## config.mk

```make
export PLATFORM = sky130hd
export DESIGN_NAME = canny_edge_morph_3x3_flat
export DESIGN_NICKNAME = d
export VERILOG_FILES = /design/src/rtl/canny_edge_morph_3x3_if.sv /design/src/rtl/canny_edge_morph_3x3.sv /design/src/flat_wrapper.sv
export SDC_FILE = /design/constraint.sdc
export NUM_CORES = 2
export LEC_CHECK = 0
export BUFFER_PORTS_ARGS = -buffer_cell sky130_fd_sc_hd__clkbuf_2
export CORE_MARGIN = 1
export CORE_UTILIZATION = 30
export DETAILED_ROUTE_END_ITERATION = 10
export PLACE_DENSITY = 0.49
export SLEW_MARGIN = 20
export SYNTH_ARGS = -nofsm -noshare
export SYNTH_HDL_FRONTEND = slang
export SYNTH_SLANG_ARGS = --single-unit
```

## constraint.sdc

```tcl
create_clock -name clk -period 16.6 [get_ports clk]
set_clock_uncertainty 0.1 [all_clocks]
set_input_delay 1.66 -clock clk [delete_from_list [all_inputs] [get_ports clk]]
set_output_delay 1.66 -clock clk [all_outputs]
set_load 0.02 [all_outputs]
```

## src/rtl/canny_edge_morph_3x3_if.sv

```systemverilog
// Pixel-stream bundle between the Canny edge chain and the morphology stage.
// The master drives the edge stream and mode; the slave returns the filtered stream.
interface canny_edge_morph_3x3_if;
  logic [1:0] morph_mode;
  logic       per_frame_vsync;
  logic       per_frame_href;
  logic       per_frame_clken;
  logic       per_img_bit;
  logic       post_frame_vsync;
  logic       post_frame_href;
  logic       post_frame_clken;
  logic       post_img_bit;

  modport master (
    output morph_mode, per_frame_vsync, per_frame_href, per_frame_clken, per_img_bit,
    input  post_frame_vsync, post_frame_href, post_frame_clken, post_img_bit
  );

  modport slave (
    input  morph_mode, per_frame_vsync, per_frame_href, per_frame_clken, per_img_bit,
    output post_frame_vsync, post_frame_href, post_frame_clken, post_img_bit
  );
endinterface

```

## src/rtl/canny_edge_morph_3x3.sv

```systemverilog
// 3x3 binary morphology (dilate / erode / bypass) on a 1-bit edge stream,
// using two line buffers, a sliding window and a frame-lock FSM; 2 clk latency.
module canny_edge_morph_3x3 #(
  parameter int IMG_WIDTH = 640,
  parameter int ADDR_W    = 10
) (
  input  logic                    clk,
  input  logic                    rst,
  canny_edge_morph_3x3_if.slave   pix_if
);

  typedef enum logic [0:0] {WAIT_VS, ACTIVE} state_t;

  localparam logic [ADDR_W-1:0] COL_LAST = ADDR_W'(IMG_WIDTH - 1);

  state_t            state_q, state_d;
  logic              active;

  logic              vs_q, href_q, clken_q;
  logic [1:0]        mode_q;
  logic [ADDR_W-1:0] col_cnt_q, col_cnt_d;
  logic              ovf_q, ovf_d;
  logic [1:0]        row_cnt_q, row_cnt_d;

  logic              lb0_mem [0:IMG_WIDTH-1];
  logic              lb1_mem [0:IMG_WIDTH-1];

  logic [2:0]        win_top_q, win_mid_q, win_bot_q;
  logic [1:0]        row_s1_q, col_s1_q, mode_s1_q;
  logic              ovf_s1_q, bit_s1_q;

  logic              post_vs_q, post_href_q, post_clken_q, post_bit_q;
  logic              post_href_d, post_clken_d, post_bit_d;

  logic              vs_rise, href_rise, href_fall, pix;
  logic [ADDR_W-1:0] col_cur;
  logic              ovf_cur;
  logic [1:0]        row_cur;
  logic              lb0_rd, lb1_rd, result;

  // Window bit j is column c-2+j; row/column positions outside the frame read as 0,
  // so incomplete windows never dilate into stale data and always erode to 0.
  function automatic logic morph_fn(input logic [2:0] top, input logic [2:0] mid,
                                    input logic [2:0] bot, input logic [1:0] row,
                                    input logic [1:0] col, input logic erode);
    logic [2:0] cmask;
    logic [8:0] w;
    cmask = {1'b1, col >= 2'd1, col >= 2'd2};
    w = {(row >= 2'd2) ? (top & cmask) : 3'b000,
         (row >= 2'd1) ? (mid & cmask) : 3'b000,
         bot & cmask};
    return erode ? (&w) : (|w);
  endfunction

  assign vs_rise   = pix_if.per_frame_vsync & ~vs_q;
  assign href_rise = pix_if.per_frame_href & ~href_q;
  assign href_fall = ~pix_if.per_frame_href & href_q;
  assign pix       = pix_if.per_frame_clken & pix_if.per_frame_href;

  // Edge-triggered clears take effect for a pixel arriving on the edge cycle itself.
  assign col_cur = (vs_rise | href_rise) ? '0 : col_cnt_q;
  assign ovf_cur = (vs_rise | href_rise) ? 1'b0 : ovf_q;
  assign row_cur = vs_rise ? 2'd0 : row_cnt_q;

  assign lb0_rd = lb0_mem[col_cur];
  assign lb1_rd = lb1_mem[col_cur];

  always_comb begin
    col_cnt_d = col_cur;
    ovf_d     = ovf_cur;
    row_cnt_d = row_cur;
    if (pix && !ovf_cur) begin
      if (col_cur == COL_LAST) ovf_d = 1'b1;
      else                     col_cnt_d = col_cur + 1'b1;
    end
    if (href_fall && !vs_rise && row_cur != 2'd3) row_cnt_d = row_cur + 2'd1;
  end

  always_comb begin
    state_d = state_q;
    active  = 1'b0;
    case (state_q)
      WAIT_VS: if (vs_rise) state_d = ACTIVE;
      ACTIVE:  active = 1'b1;
      default: state_d = WAIT_VS;
    endcase
  end

  always_ff @(posedge clk or posedge rst) begin
    if (rst) begin
      state_q   <= WAIT_VS;
      vs_q      <= 1'b0;
      href_q    <= 1'b0;
      clken_q   <= 1'b0;
      mode_q    <= 2'b01;
      col_cnt_q <= '0;
      ovf_q     <= 1'b0;
      row_cnt_q <= 2'd0;
    end else begin
      state_q   <= state_d;
      vs_q      <= pix_if.per_frame_vsync;
      href_q    <= pix_if.per_frame_href;
      clken_q   <= pix_if.per_frame_clken;
      col_cnt_q <= col_cnt_d;
      ovf_q     <= ovf_d;
      row_cnt_q <= row_cnt_d;
      if (vs_rise) mode_q <= pix_if.morph_mode;
    end
  end

  // Stage 1: line buffers and window update
  always_ff @(posedge clk) begin
    if (pix && !ovf_cur) begin
      lb1_mem[col_cur] <= lb0_rd;
      lb0_mem[col_cur] <= pix_if.per_img_bit;
    end
    if (pix) begin
      win_top_q <= {lb1_rd, win_top_q[2:1]};
      win_mid_q <= {lb0_rd, win_mid_q[2:1]};
      win_bot_q <= {pix_if.per_img_bit, win_bot_q[2:1]};
      row_s1_q  <= row_cur;
      col_s1_q  <= (col_cur >= ADDR_W'(2)) ? 2'd2 : col_cur[1:0];
      ovf_s1_q  <= ovf_cur;
    end
    bit_s1_q  <= pix_if.per_img_bit & pix_if.per_frame_clken;
    mode_s1_q <= mode_q;
  end

  assign result = (mode_s1_q == 2'b00) ? bit_s1_q :
                  ovf_s1_q             ? 1'b0 :
                  morph_fn(win_top_q, win_mid_q, win_bot_q, row_s1_q, col_s1_q,
                           mode_s1_q == 2'b10);

  assign post_href_d  = href_q & active;
  assign post_clken_d = clken_q & active;
  assign post_bit_d   = post_clken_d & result;

  // Stage 2: registered result and delayed syncs
  always_ff @(posedge clk or posedge rst) begin
    if (rst) begin
      post_vs_q    <= 1'b0;
      post_href_q  <= 1'b0;
      post_clken_q <= 1'b0;
      post_bit_q   <= 1'b0;
    end else begin
      post_vs_q    <= vs_q;
      post_href_q  <= post_href_d;
      post_clken_q <= post_clken_d;
      post_bit_q   <= post_bit_d;
    end
  end

  assign pix_if.post_frame_vsync = post_vs_q;
  assign pix_if.post_frame_href  = post_href_q;
  assign pix_if.post_frame_clken = post_clken_q;
  assign pix_if.post_img_bit     = post_bit_q;

endmodule

```

## src/flat_wrapper.sv

```systemverilog
// flat-port wrapper written by rule: the top's interface ports become plain ports
module canny_edge_morph_3x3_flat 
#(
  parameter int IMG_WIDTH = 640,
  parameter int ADDR_W    = 10
)
  (clk, rst, pix_if_morph_mode, pix_if_per_frame_vsync, pix_if_per_frame_href, pix_if_per_frame_clken, pix_if_per_img_bit, pix_if_post_frame_vsync, pix_if_post_frame_href, pix_if_post_frame_clken, pix_if_post_img_bit);
  canny_edge_morph_3x3_if pix_if_i ();
  input  logic clk;
  input  logic rst;
  input wire logic [$bits(pix_if_i.morph_mode)-1:0] pix_if_morph_mode;
  input wire logic [$bits(pix_if_i.per_frame_vsync)-1:0] pix_if_per_frame_vsync;
  input wire logic [$bits(pix_if_i.per_frame_href)-1:0] pix_if_per_frame_href;
  input wire logic [$bits(pix_if_i.per_frame_clken)-1:0] pix_if_per_frame_clken;
  input wire logic [$bits(pix_if_i.per_img_bit)-1:0] pix_if_per_img_bit;
  output wire logic [$bits(pix_if_i.post_frame_vsync)-1:0] pix_if_post_frame_vsync;
  output wire logic [$bits(pix_if_i.post_frame_href)-1:0] pix_if_post_frame_href;
  output wire logic [$bits(pix_if_i.post_frame_clken)-1:0] pix_if_post_frame_clken;
  output wire logic [$bits(pix_if_i.post_img_bit)-1:0] pix_if_post_img_bit;
  assign pix_if_i.morph_mode = pix_if_morph_mode;
  assign pix_if_i.per_frame_vsync = pix_if_per_frame_vsync;
  assign pix_if_i.per_frame_href = pix_if_per_frame_href;
  assign pix_if_i.per_frame_clken = pix_if_per_frame_clken;
  assign pix_if_i.per_img_bit = pix_if_per_img_bit;
  assign pix_if_post_frame_vsync = pix_if_i.post_frame_vsync;
  assign pix_if_post_frame_href = pix_if_i.post_frame_href;
  assign pix_if_post_frame_clken = pix_if_i.post_frame_clken;
  assign pix_if_post_img_bit = pix_if_i.post_img_bit;
  canny_edge_morph_3x3 #(.IMG_WIDTH(IMG_WIDTH), .ADDR_W(ADDR_W)) u_core (.clk(clk), .rst(rst), .pix_if(pix_if_i));
endmodule
```

==> metrics.txt <==
main flop type after synthesis edfxtp_1; drt drc 0; ANT nets after route 0; Slew Limit Fails 0; area leader, netlist edfxtp_1; initial core utilization 30.2%; Power, Total 7570 uW; Final WS setup 7980 ps; final-report hold violation count 0; Die H 429 um; Setup Total Neg Slack 0 ps; GRT Overall Usage between 10% and 20%; Min-Delay Endpoint u_core.mode_s1_q[1]$_DFF_P_; Worst VDD drop 0.0910 mV; Core ar. 0.181 mm2; number of cells after detailed placement 6209; Worst Hold Class reg -> reg; Reg area 0.0395 mm2; hold depth 0; die area 0.184 mm2; root buf cell clkbuf_16; Setup Fix Bufs, Post-CTS 0; die extent in x between 400 and 500 um; Top Ports 12; footprint of the multi-input gates 0.0140 mm2; mean post-synth cell area about 13 um2; Startpoint Class primary input; syn_nets 4086; global route overflow 0; Post-CTS Hold Buffers 0; pre-CTS WS 7420 ps; Slew HR between 15 and 20%; post_cts resized 0; CP required between 15000 and 20000 ps; reg2reg setup slack roughly 8400 ps; CTS tree built; PwrDens 122 mW/mm2; Mapped Cells 4073; initial antenna violation count 13; vias in the first global route 34200; critical-path maximum fanout 228; asr flop ratio synth 1.74%; fillers 17600; EDFF count, synth 1294; routed len/inst approximately 28 um; TritonRoute pass-1 iters 6; launch point of the worst hold path u_core.mode_q[1]$_DFFE_PP0P_; worst reg-to-reg path cell count 14; layout cells sized above 1 between 10% and 20%; Reg2Reg Launch Point u_core.col_cnt_q[0]$_DFF_PP0_; Routed WL 179000 um; gpl congestion between 0.8 and 0.9; initial DRC count between 4000 and 5000; total number of vias roughly 35000; Clk pin slew, worst setup/hold paths 50 ps; minimum clock period 8620 ps; Layout area overhead 13.4%; first-pass GRT wire length between 200000 and 300000 um; commonest non-fill, non-tap cell in the layout edfxtp_1; post-synth top area share a little under three quarters; CTS sink cnt 1320; Setup CP Type in -> reg; final setup violation count 0; sequential share of the synthesized area 72.1%; worst skew pair latency 790 ps; fin crit share between 50% and 60%; Rows ~160; DP Wirelength roughly 97000 um; CP Data Arrival Time 8910 ps; Cell variety after synth 65; Synth Warn # 0; TritonCTS buffer count about 150; achievable frequency 116 MHz; maximum number of pins on one net before global-route repair about 230; LEAKAGE roughly 0.019 uW; Max clock buf depth 3; post-DR vias/cell 5.40; RSZ-0062 raised after global routing no; status completed; max-cap violations 0; H-tree level count 4; FF-to-FF End u_core.lb1_mem[331]$_DFFE_PP_; Post-Syn Area between 0.05 and 0.06 mm2; fin cells 6469; register bit total from synthesis 1320; Final Net Count 4001; dominant cells by area after synthesis edfxtp_1, nor2_1, mux2i_1, nand2_1, a22oi_1; commonest cells after routing, fill and taps aside edfxtp_1, nor2_1, nand2_1; Worst-Margin Slew 1260 ps; # port buffers 11; critical path capture point type register
==> metrics by stage <==
stage | instance area, um2 | util, % | hold slack [ps]
after floorplan | 54800 | - | 247
after global placement | 57400 | 31.7 | 254
after detailed placement | 57400 | 31.7 | 258
after CTS | 62100 | 34.3 | 270
after global routing | 62100 | 34.3 | 282
final | 62100 | 34.3 | 266
==> how the worst max path moves through the flow <==
stage / from / endpoint / cells past startpoint
after floorplan: pix_if_per_frame_href / u_core.lb1_mem[0]$_DFFE_PP_ / 13
after global placement: pix_if_per_frame_vsync / u_core.lb1_mem[347]$_DFFE_PP_ / 15
after detailed placement: pix_if_per_frame_vsync / u_core.lb1_mem[346]$_DFFE_PP_ / 15
after CTS: pix_if_per_frame_vsync / u_core.lb1_mem[354]$_DFFE_PP_ / 15
after global routing: pix_if_per_frame_href / u_core.lb1_mem[331]$_DFFE_PP_ / 17
final: pix_if_per_frame_href / u_core.lb1_mem[331]$_DFFE_PP_ / 17
==> state kept, by name (all words and copies together) (netlist names) <==
signal,flops
u_core.href_q,1
u_core.row_s1_q,2
u_core.pix_if.post_frame_vsync,1
u_core.bit_s1_q,1
u_core.lb1_mem,640
u_core.mode_q,2
u_core.win_mid_q,3
u_core.row_cnt_q,2
u_core.mode_s1_q,2
u_core.col_cnt_q,10
u_core.pix_if.post_frame_clken,1
u_core.col_s1_q,2
u_core.win_bot_q,3
u_core.pix_if.post_img_bit,1
u_core.win_top_q,3
u_core.ovf_s1_q,1
u_core.lb0_mem,640
u_core.state_q,1
u_core.vs_q,1
u_core.ovf_q,1
u_core.pix_if.post_frame_href,1
u_core.clken_q,1
==> layout make-up <==
| class | count | area share, % |
|---|---|---|
| Multi-Input combinational cell | 2390 | 22.5 |
| Sequential cell | 1320 | 63.6 |
| Inverter | 7 | 0.0625 |
| Clock inverter | 79 | 1.19 |
| Antenna cell | 1 | 0.00403 |
| Timing Repair Buffer | 122 | 1.51 |
| Tap cell | 2370 | 4.77 |
| Clock buffer | 180 | 6.33 |
==> power by group <==
part	switching [uW]	internal (uW)	total, uW
combinational	440	181	621
sequential	11.0	3740	3750
clock	1330	1860	3200
==> logic make-up (layout without fill, tap and decap cells) <==
group / count (synthesis) / in the layout / synth area share, %
flops: 1320 / 1320 / 72.1
simple gates: 1231 / 1231 / 9.15
compound gates: 846 / 846 / 10.0
buf+inv: 363 / 388 / 2.75
mux: 301 / 301 / 5.72
xor+xnor: 7 / 7 / 0.112
fa+ha+maj: 5 / 5 / 0.114
other cells: 0 / 1 / 0
==> layer usage <==
metal,wire [um],global-route usage [%],part of all wire (%)
met2,84100,30.5,47
met3,13400,3.01,7.5
met1,77300,26.8,43
met4,4500,5.55,2.5
met5,13,0,0.0072
==> Yosys cell counts (4+ instances only) <==
| cell | n |
|---|---|
| edfxtp_1 | 1294 |
| nor2_1 | 669 |
| nand2_1 | 398 |
| a21oi_1 | 234 |
| mux2i_1 | 207 |
| clkbuf_1 | 196 |
| a22oi_1 | 163 |
| o21ai_0 | 147 |
| buf_2 | 108 |
| mux2_2 | 94 |
| a221oi_1 | 72 |
| a31oi_1 | 62 |
| buf_1 | 50 |
| and2_1 | 45 |
| o221ai_1 | 43 |
| nand3_1 | 37 |
| a211oi_1 | 31 |
| o22ai_1 | 31 |
| dfrtp_1 | 22 |
| nor4_1 | 19 |
| and3_1 | 10 |
| nand4_1 | 10 |
| nor3_1 | 10 |
| or3_1 | 10 |
| o31a_1 | 9 |
| a32oi_1 | 8 |
| a2111oi_0 | 6 |
| o211ai_1 | 6 |
| ha_1 | 5 |
| nand2b_1 | 5 |
| o2111ai_1 | 5 |
| or2_2 | 5 |
| a32o_1 | 4 |
| a41oi_1 | 4 |
| xnor2_1 | 4 |
==> worst max-delay path: stages <==
cell and delay (ps):
clkbuf_2 120, nor2b_2 150, buf_4 250, nor3_4 230, buf_4 490, buf_4 720, buf_4 800, buf_4 560
a21oi_1 80, a22oi_1 220, a22oi_1 160, a31oi_1 230, or3_1 200, o311a_1 340, o31a_4 600, buf_4 880
buf_12 560
Power figures use the tool's default switching activity.
